$ cat src/rtl/serial_in_parallel_out_if.sv
// Serial receive link bundle: bit stream in, word handshake and status out.
interface serial_in_parallel_out_if #(
   parameter int unsigned WIDTH = 4
) ();

   logic             shift_en;
   logic             din;
   logic             start;
   logic             q_ready;
   logic [WIDTH-1:0] q;
   logic             q_valid;
   logic             busy;
   logic             sync_err;
   logic             overrun;

   // Link/consumer side: drives the bit stream and q_ready.
   modport master (
      output shift_en, din, start, q_ready,
      input  q, q_valid, busy, sync_err, overrun
   );

   // Deserializer side.
   modport slave (
      input  shift_en, din, start, q_ready,
      output q, q_valid, busy, sync_err, overrun
   );

endinterface

$ cat src/rtl/serial_in_parallel_out.sv
// Deserializer: start-framed bit stream in, parallel word out through a
// single-entry valid/ready register. An early start resyncs and flags sync_err;
// a word that completes while the register is full is dropped and flags overrun.
module serial_in_parallel_out #(
   parameter int unsigned WIDTH     = 4,
   parameter bit          MSB_FIRST = 1'b1
) (
   input logic                     clk,
   input logic                     rst,
   serial_in_parallel_out_if.slave bus
);

   localparam int unsigned CntW = $clog2(WIDTH + 1);

   typedef enum logic {StIdle, StRecv} state_t;

   state_t            r_state, w_state_d;
   logic [WIDTH-1:0]  r_sr, w_sr_d;
   logic [CntW-1:0]   r_cnt, w_cnt_d;
   logic [WIDTH-1:0]  r_q, w_q_d;
   logic              r_q_valid, w_q_valid_d;
   logic              r_overrun, w_overrun_d;
   logic              r_sync_err;

   logic [WIDTH-1:0]  w_shift_base;
   logic [WIDTH-1:0]  w_shifted;
   logic              w_complete;
   logic              w_resync;

   // A start bit always shifts into a cleared register.
   assign w_shift_base = bus.start ? '0 : r_sr;

   if (MSB_FIRST) begin : g_msb_first
      assign w_shifted = {w_shift_base[WIDTH-2:0], bus.din};
   end else begin : g_lsb_first
      assign w_shifted = {bus.din, w_shift_base[WIDTH-1:1]};
   end

   // Framing FSM next state: start detection, bit counting, resync, completion.
   always_comb begin
      w_state_d  = r_state;
      w_sr_d     = r_sr;
      w_cnt_d    = r_cnt;
      w_complete = 1'b0;
      w_resync   = 1'b0;
      unique case (r_state)
         StIdle: begin
            if (bus.shift_en && bus.start) begin
               w_state_d = StRecv;
               w_sr_d    = w_shifted;
               w_cnt_d   = CntW'(1);
            end
         end
         StRecv: begin
            if (bus.shift_en) begin
               w_sr_d = w_shifted;
               if (bus.start) begin
                  w_resync = 1'b1;
                  w_cnt_d  = CntW'(1);
               end else if (r_cnt == CntW'(WIDTH - 1)) begin
                  w_complete = 1'b1;
                  w_cnt_d    = '0;
                  w_state_d  = StIdle;
               end else begin
                  w_cnt_d = r_cnt + CntW'(1);
               end
            end
         end
         default: begin
            w_state_d = StIdle;
         end
      endcase
   end

   // Output register: accept completed word if empty or draining this edge.
   always_comb begin
      w_q_d       = r_q;
      w_q_valid_d = r_q_valid;
      w_overrun_d = r_overrun;
      if (w_complete) begin
         if (!r_q_valid || bus.q_ready) begin
            w_q_d       = w_shifted;
            w_q_valid_d = 1'b1;
         end else begin
            w_overrun_d = 1'b1;
         end
      end else if (r_q_valid && bus.q_ready) begin
         w_q_valid_d = 1'b0;
      end
   end

   // Framing state registers.
   always_ff @(posedge clk or posedge rst) begin
      if (rst) begin
         r_state <= StIdle;
         r_sr    <= '0;
         r_cnt   <= '0;
      end else begin
         r_state <= w_state_d;
         r_sr    <= w_sr_d;
         r_cnt   <= w_cnt_d;
      end
   end

   // Output word, handshake and status registers.
   always_ff @(posedge clk or posedge rst) begin
      if (rst) begin
         r_q        <= '0;
         r_q_valid  <= 1'b0;
         r_overrun  <= 1'b0;
         r_sync_err <= 1'b0;
      end else begin
         r_q        <= w_q_d;
         r_q_valid  <= w_q_valid_d;
         r_overrun  <= w_overrun_d;
         r_sync_err <= w_resync;
      end
   end

   assign bus.q        = r_q;
   assign bus.q_valid  = r_q_valid;
   assign bus.busy     = (r_state == StRecv);
   assign bus.sync_err = r_sync_err;
   assign bus.overrun  = r_overrun;

endmodule

$ cat src/flat_wrapper.sv
// flat-port wrapper written by rule: the top's interface ports become plain ports
module serial_in_parallel_out_flat 
#(
   parameter int unsigned WIDTH     = 4,
   parameter bit          MSB_FIRST = 1'b1
)
  (clk, rst, bus_shift_en, bus_din, bus_start, bus_q_ready, bus_q, bus_q_valid, bus_busy, bus_sync_err, bus_overrun);
  serial_in_parallel_out_if #(.WIDTH(WIDTH)) bus_i ();
  input logic clk;
  input logic rst;
  input wire logic [$bits(bus_i.shift_en)-1:0] bus_shift_en;
  input wire logic [$bits(bus_i.din)-1:0] bus_din;
  input wire logic [$bits(bus_i.start)-1:0] bus_start;
  input wire logic [$bits(bus_i.q_ready)-1:0] bus_q_ready;
  output wire logic [$bits(bus_i.q)-1:0] bus_q;
  output wire logic [$bits(bus_i.q_valid)-1:0] bus_q_valid;
  output wire logic [$bits(bus_i.busy)-1:0] bus_busy;
  output wire logic [$bits(bus_i.sync_err)-1:0] bus_sync_err;
  output wire logic [$bits(bus_i.overrun)-1:0] bus_overrun;
  assign bus_i.shift_en = bus_shift_en;
  assign bus_i.din = bus_din;
  assign bus_i.start = bus_start;
  assign bus_i.q_ready = bus_q_ready;
  assign bus_q = bus_i.q;
  assign bus_q_valid = bus_i.q_valid;
  assign bus_busy = bus_i.busy;
  assign bus_sync_err = bus_i.sync_err;
  assign bus_overrun = bus_i.overrun;
  serial_in_parallel_out #(.WIDTH(WIDTH), .MSB_FIRST(MSB_FIRST)) u_core (.clk(clk), .rst(rst), .bus(bus_i));
endmodule
$ cat config.mk
export PLATFORM = sky130hd
export DESIGN_NAME = serial_in_parallel_out_flat
export DESIGN_NICKNAME = d
export VERILOG_FILES = /design/src/rtl/serial_in_parallel_out_if.sv /design/src/rtl/serial_in_parallel_out.sv /design/src/flat_wrapper.sv
export SDC_FILE = /design/constraint.sdc
export NUM_CORES = 1
export LEC_CHECK = 0
export ABC_AREA = 1
export CAP_MARGIN = 10
export CORE_MARGIN = 2
export CORE_UTILIZATION = 45
export CTS_BUF_LIST = sky130_fd_sc_hd__clkbuf_8 sky130_fd_sc_hd__clkbuf_16
export DETAILED_ROUTE_END_ITERATION = 12
export PLACE_DENSITY = 0.7
export SYNTH_ARGS = -nofsm -noshare
export SYNTH_HDL_FRONTEND = slang
export SYNTH_SLANG_ARGS = --single-unit
$ cat constraint.sdc
create_clock -name clk -period 2.83 [get_ports clk]
set_input_delay 0.849 -clock clk [delete_from_list [all_inputs] [get_ports clk]]
set_output_delay 0.849 -clock clk [all_outputs]
set_load 0.1 [all_outputs]
==> results.md, run 1 <==
* Switching portion of total power at 45.2%
* CP Cell Sequence: clkdlybuf4s50_1 > nand2_2 > nor2_4 > nand3_2 > nand2_1 > nand2_1
* Post-CTS Resized at 0
* I/O Buffers at 13
* Die area at 0.00166 mm^2
* Min-Delay Path Depth at 2
* R2R Path Start: u_core.r_cnt[1]
* Multi-input logic area at 218 um^2
* Io pins at 14
* Largest stage delay, worst path at 0.52 ns
* Vias in the first global route at 457
* Post-synthesis cell type count at 15
* Routability congestion estimate at 0.817
* N_diodes at 0
* Filler cells at roughly 110
* Rel. slew slack at about 64%
* Worst VDD drop at about 0.4 mV
* Switch Pwr at around 0.00036 W
* Nets at 92
* Leak at 0.410 nW
* Die height at 40.7 um
* Sequential share of the synthesized area at 57.9%
* Pin count of the biggest net entering global routing at 15
* First drt pass iteration count at 3
* Post-Synthesis Net Count at 74
* Startpoint types: primary input
* Die width at 40.7 um
* Gr usage total at 18.0%
* R2R setup slack at about 1.6 ns
* Worst hold endpoint: u_core.bus.q[3]
* Hold path start: u_core.bus.q[3]
* Power Dens Cells at 1000 mW/mm^2
* First-iteration detailed-routing DRC count at 10
* Type of the tightest min-delay check: reg2reg
* Critical path's most frequent cell: nand2_1
* Number of synthesis warnings at 0
* Root buf cell: clkbuf_8
* WP data arrival at 1.95 ns
* Area Overhead vs Synth at 30.4%
* Max-cap viol count at 0
* CTS buffer count at 3
* Clock Latency Late Sink at 0.25 ns
* Antenna violations before repair at 0
* Post-Route WL at around 1200 um
* Top cell type's share of synthesized area at 57.9%
* Synth Area per Inst at 9.04 um^2
* Hold Violations, Final at 0
* Buf+Inv Stages, Crit Path at 1
* RSZ-0062 raised after global routing: no
* CP endpoint kind: flip-flop
* Hpwl dp at 913 um
* Share of cells above drive strength 1 at 19.0%
* FF+latch count, synth at 14
* Synth Cell Area at approximately 610 um^2
* Final setup viols at 0
* Core area at roughly 0.0013 mm^2
* Synth area leaders: dfrtp_1 (58%), nand2_1 (12%), inv_1 (6.2%)
* Vias per cell at approximately 5.1
* Grt ovf at 0
* CTS tree: built
* Tcrit/Tclk final at between 60% and 70%
* Crit-path max FO at 8
* Minimum clock period at ~1.8 ns
* Vias at 502
* Cell Rows at 13
* Starting Density at a little under half
* Final setup margin at between 1 and 1.5 ns
* Reg area at 350 um^2
* Slew Limit Fails at 0
* Status: finished clean
* Worst Tran Pin Value at 0.533 ns
* Sequential Power Share at 33.3%
* Combinational cell fraction of total power at about two fifths
* Routed Antenna Nets at 0
* Clk pwr share at 24.8%
* R2r worst-path depth at 6
* Critical path class: in2reg
* Largest area contributor in the netlist: dfrtp_1
* Max Clock Skew at between 0.001 and 0.0015 ns
* H-tree Lvls at 1
* First-pass GRT wire length at 1890 um
* Top cell family by delay on the critical path: simple AND/OR/NAND/NOR gates
* Post-CTS Setup Inserts at 0
* DP Worst Slack at around 0.76 ns
* CP max stage cell: clkdlybuf4s50_1
* # hold bufs at CTS at 0
* Routed length per placed instance at 12.6 um
* Final setup TNS at 0 ns
* TritonCTS sink count at 14
* Critical R2R Capture: u_core.bus.q[0]
* Critical path data required time at 2.97 ns
* DRC viols at 0
* Maximum clock insertion buffer count at 2
* Post-Syn Instances at 67
* Internal power at about 0.00043 W
* Worst-path clk slew at approximately 0.06 ns
* F_max at between 500 and 600 MHz
cell usage in the layout, fill, tap and decap left out, types with 3 or more instances in the layout:
cell type,instances
clkbuf_8,4
a21oi_1,3
nand3_1,3
nor2_1,4
buf_4,8
nand4_1,4
nand2_1,19
dfrtp_1,14
inv_1,10
clkdlybuf4s50_1,5
o21ai_0,3
logic make-up (layout without fill, tap and decap cells):
logic type | Yosys count | after routing | synth area share (%)
buf+inv | 10 | 27 | 6.20
fa+ha+maj | 1 | 1 | 2.07
compound gates | 8 | 8 | 7.44
simple gates | 34 | 34 | 26.4
flops | 14 | 14 | 57.9
stage by stage:
| stage | cells | area, um^2 | hold WS [ns] | power (W) | utilization [%] |
|---|---|---|---|---|---|
| 2_1_floorplan | 67 | 606 | 0.482 | 0.000523 | - |
| 3_3_place_gp | 95 | 734 | 0.456 | 0.000594 | 57.2 |
| 3_5_place_dp | 95 | 734 | 0.462 | 0.000599 | 57.2 |
| 4_1_cts | 99 | 790 | 0.477 | 0.000798 | 61.4 |
| 5_1_grt | 99 | 790 | 0.503 | 0.000825 | 61.4 |
| 6_report | 99 | 790 | 0.471 | 0.000791 | 61.4 |
tightest hold or removal path, stage by stage (launching register included):
cell     delay (ns)
dfrtp_1        0.34
nand2_1        0.05
nand2_1        0.04
cells in the mapped netlist:
cell type and instances:
o21ai_0 3, nand2_2 1, o21bai_1 1, a21oi_1 3, nand3_1 3, nor2_2 1, inv_1 10, nand4_1 4
nor2_4 1, nand2_1 19, o211ai_1 1, dfrtp_1 14, ha_1 1, nand3_2 1, nor2_1 4
routing by layer:
| layer | vias to the layer above | GRT usage [%] | routed length [um] |
|---|---|---|---|
| li1 | 249 | - | - |
| met4 | 0 | 10.0 | 23 |
| met5 | - | 0 | 0 |
| met3 | 4 | 4.89 | 47 |
| met1 | 239 | 21.5 | 556 |
| met2 | 10 | 29.0 | 621 |
sequential cells by signal, indices dropped and copies added (netlist names):
name                 flops
u_core.bus.busy          1
u_core.bus.overrun       1
u_core.bus.q             4
u_core.bus.q_valid       1
u_core.bus.sync_err      1
u_core.r_cnt             3
u_core.r_sr              3
area by class of cell:
cell class                 instances  share of cell area (%)
tap                               15                    2.38
clock buffer                       4                    6.97
multi-input combinational         43                    27.6
inverter                          10                    4.75
timing repair buffer              13                    13.9
sequential                        14                    44.4
worst max path at each step:
| stage | startpoint | endpoint | slack [ns] | cells past startpoint |
|---|---|---|---|---|
| after global routing | bus_start | u_core.bus.q[0] | 0.93 | 5 |
| after CTS | bus_shift_en | u_core.bus.q[0] | 1.01 | 6 |
| after global placement | bus_shift_en | u_core.bus.q[0] | 0.75 | 6 |
| final | bus_shift_en | u_core.bus.q[0] | 1.01 | 6 |
| after detailed placement | bus_start | u_core.bus.q[0] | 0.76 | 5 |
| after floorplan | u_core.bus.busy | bus_busy | 1.06 | 0 |
power groups by stage:
stage	Sequential, W	Clock (W)	Combinational, W
floorplan	0.000444	0	0.0000788
global placement	0.000265	0	0.000329
global route	0.000268	0.000204	0.000353
finish	0.000263	0.000196	0.000332
CTS	0.000264	0.000200	0.000333
detailed placement	0.000267	0	0.000332
Note: power is estimated with default switching activity, not from simulation.
==> run 2: changes to the inputs <==
==> constraint.sdc (replaced) <==
create_clock -name clk -period 1.7 [get_ports clk]
set_input_delay 0.51 -clock clk [delete_from_list [all_inputs] [get_ports clk]]
set_output_delay 0.51 -clock clk [all_outputs]
set_load 0.1 [all_outputs]
==> run 2 against run 1 <==
Non-clock buffer count is 1 higher. Core utilization rose by 8.4 points. Largest power group unchanged. Critical path type unchanged. Cell count grew 1.0%. Sequential share of layout area decreased by 5.3 points. Power rose by 82%. Cell area increased by 14%.
==> results.md, run 2 (synthesized netlist as in run 1, its figures left out) <==
* Most frequent cells in the layout: nand2_1 (19), dfrtp_1 (14), inv_1 (10) (unchanged)
* Die height at 40.7 um (unchanged)
* I/O Buffers at 13 (unchanged)
* CTS tree: built (unchanged)
* Max Clock Skew at 0.00164 ns (was 0.00146 ns)
* Nets at 93 (was 92)
* Routability congestion estimate at 0.790 (was 0.817)
* Worst-path clk slew at 0.06 ns (about the same)
* Antenna violations before repair at 0 (unchanged)
* CP Cell Sequence: clkdlybuf4s50_1 > nand2_2 > nor2_4 > nand3_2 > nand2_1 > nand2_1 (unchanged)
* N_diodes at 0 (unchanged)
* DRC viols at 0 (unchanged)
* Met2 wire length at 566 um (was 621 um)
* Vias in the first global route at 492 (was 457)
* H-tree Lvls at 1 (unchanged)
* Clock Latency Late Sink at 0.25 ns (about the same)
* Share of cells above drive strength 1 at 20.0% (was 19.0%)
* Root buf cell: clkbuf_8 (unchanged)
* Worst hold slack at 0.528 ns (was 0.471 ns)
* Worst Tran Pin Value at 0.515 ns (was 0.533 ns)
* Power Dens Cells at 1610 mW/mm^2 (was 1000 mW/mm^2)
* Final setup TNS at 0 ns (unchanged)
* Maximum clock insertion buffer count at 2 (unchanged)
* First-iteration detailed-routing DRC count at 4 (was 10)
* Type of the tightest min-delay check: reg2reg (unchanged)
* Hpwl dp at 892 um (was 913 um)
* Rel. slew slack at 65.6% (was 64.4%)
* Tcrit/Tclk final at 84.6%
* Largest stage delay, worst path at 0.51 ns (was 0.52 ns)
* Vias at 502 (unchanged)
* Sequential Power Share at 31.9% (was 33.3%)
* Post-CTS Setup Inserts at 0 (unchanged)
* Top Layer Used: met4 (unchanged)
* Slew Limit Fails at 0 (unchanged)
* Final Cell Area at 897 um^2 (was 790 um^2)
* Startpoint types: primary input (unchanged)
* Most common cell after layout, fill and taps aside: nand2_1 (unchanged)
* Max-cap viol count at 0 (unchanged)
* Leak at 0.442 nW (was 0.410 nW)
* Status: finished clean (unchanged)
* Starting Density at 47.1% (unchanged)
* Switching portion of total power at 42.5% (was 45.2%)
* Final setup margin at 0.262 ns (was 1.01 ns)
* Routed length per placed instance at 11.7 um (was 12.6 um)
* TritonCTS sink count at 14 (unchanged)
* Cell Rows at 13 (unchanged)
* CP endpoint kind: flip-flop (unchanged)
* # hold bufs at CTS at 0 (unchanged)
* Dpl cell area at 842 um^2 (was 734 um^2)
* Grt ovf at 0 (unchanged)
* Pin count of the biggest net entering global routing at 15 (unchanged)
* Core area at 0.00128 mm^2 (unchanged)
* Internal power at 0.000829 W (was 0.000433 W)
* Io pins at 14 (unchanged)
* First-pass GRT wire length at 2040 um (was 1890 um)
* Routed Antenna Nets at 0 (unchanged)
* Gr usage total at 19.5% (was 18.0%)
* Post-CTS Resized at 0 (unchanged)
* Area Overhead vs Synth at 48.1% (was 30.4%)
* Met1 wire length at 527 um (was 556 um)
* Die area at 0.00166 mm^2 (unchanged)
* Die width at 40.7 um (unchanged)
* Vias per cell at 5.02 (was 5.07)
* Largest register FFs at 4 (unchanged)
* Crit-path max FO at 8 (unchanged)
* First drt pass iteration count at 2 (was 3)
* Combinational cell fraction of total power at 45.7% (was 41.9%)
* Critical path's most frequent cell: nand2_1 (unchanged)
* Minimum clock period at approximately 1.4 ns
* Post-Route WL at 1170 um (was 1250 um)
* Final setup viols at 0 (unchanged)
* Critical path data required time at 1.84 ns (was 2.97 ns)
* Critical path class: in2reg (unchanged)
* CTS buffer count at 3 (unchanged)
* WP data arrival at 1.58 ns (was 1.95 ns)
* DR WL met3 at 43 um (was 47 um)
* Clk pwr share at 22.4% (was 24.8%)
* F_max at ~700 MHz
* CP max stage cell: clkdlybuf4s50_1 (unchanged)
* Worst VDD drop at 0.910 mV (was 0.402 mV)
* Hold Violations, Final at 0 (unchanged)
* Filler cells at 100 (was 112)
* Switch Pwr at 0.000612 W (was 0.000358 W)
* DP Worst Slack at 0.00227 ns (was 0.759 ns)
* RSZ-0062 raised after global routing: no (unchanged)
-- run 2: changes by cell type in the layout (fill, tap and decap cells not counted), sizes merged --
cell,before,now
buf,8,9
-- run 2: critical path: cells and delay by family --
kind | cells | cell delay [ns]
and+or+nand+nor | 5 | 0.57
buffers and inverters | 1 | 0.51
-- run 2: path summary, 6_finish.rpt --
check | start | end | slack, ns | cells past startpoint
min reg2reg | u_core.r_cnt[1] | u_core.r_cnt[1] | 0.53 | 2
max reg2reg | u_core.r_cnt[0] | u_core.bus.q[0] | 0.46 | 6
min | u_core.r_cnt[1] | u_core.r_cnt[1] | 0.53 | 2
max in group asynchronous | rst | u_core.bus.q_valid | 0.76 | 2
max | bus_shift_en | u_core.bus.q[0] | 0.26 | 6
min in group asynchronous | rst | u_core.bus.q[1] | 0.60 | 2
-- run 2: area by class of cell --
type,count,area [um^2],area share [%]
timing repair buffer,14,218,24.3
sequential,14,350,39.1
tap,15,18.8,2.09
inverter,10,37.5,4.18
clock buffer,4,55.1,6.14
multi-input combinational,43,218,24.3
-- run 2: per-stage QoR --
| stage | util [%] | power, W | instances |
|---|---|---|---|
| after floorplan | - | 0.000871 | 67 |
| after global placement | 65.5 | 0.00112 | 96 |
| after detailed placement | 65.5 | 0.00112 | 96 |
| after CTS | 69.8 | 0.00145 | 100 |
| after global routing | 69.8 | 0.00150 | 100 |
| final | 69.8 | 0.00144 | 100 |
-- run 2: routing by layer --
| metal | global-route usage, % | up-vias |
|---|---|---|
| met5 | 0 | - |
| met4 | 10.0 | 0 |
| met3 | 4.89 | 5 |
| met2 | 32.1 | 9 |
| met1 | 23.5 | 235 |
| li1 | - | 253 |
-- run 2: power groups by stage --
stage	registers (W)	logic, W	clock network, W
finish	0.000460	0.000658	0.000323
global route	0.000466	0.000697	0.000340
CTS	0.000460	0.000662	0.000326
detailed placement	0.000466	0.000657	0
global placement	0.000465	0.000653	0
floorplan	0.000740	0.000131	0
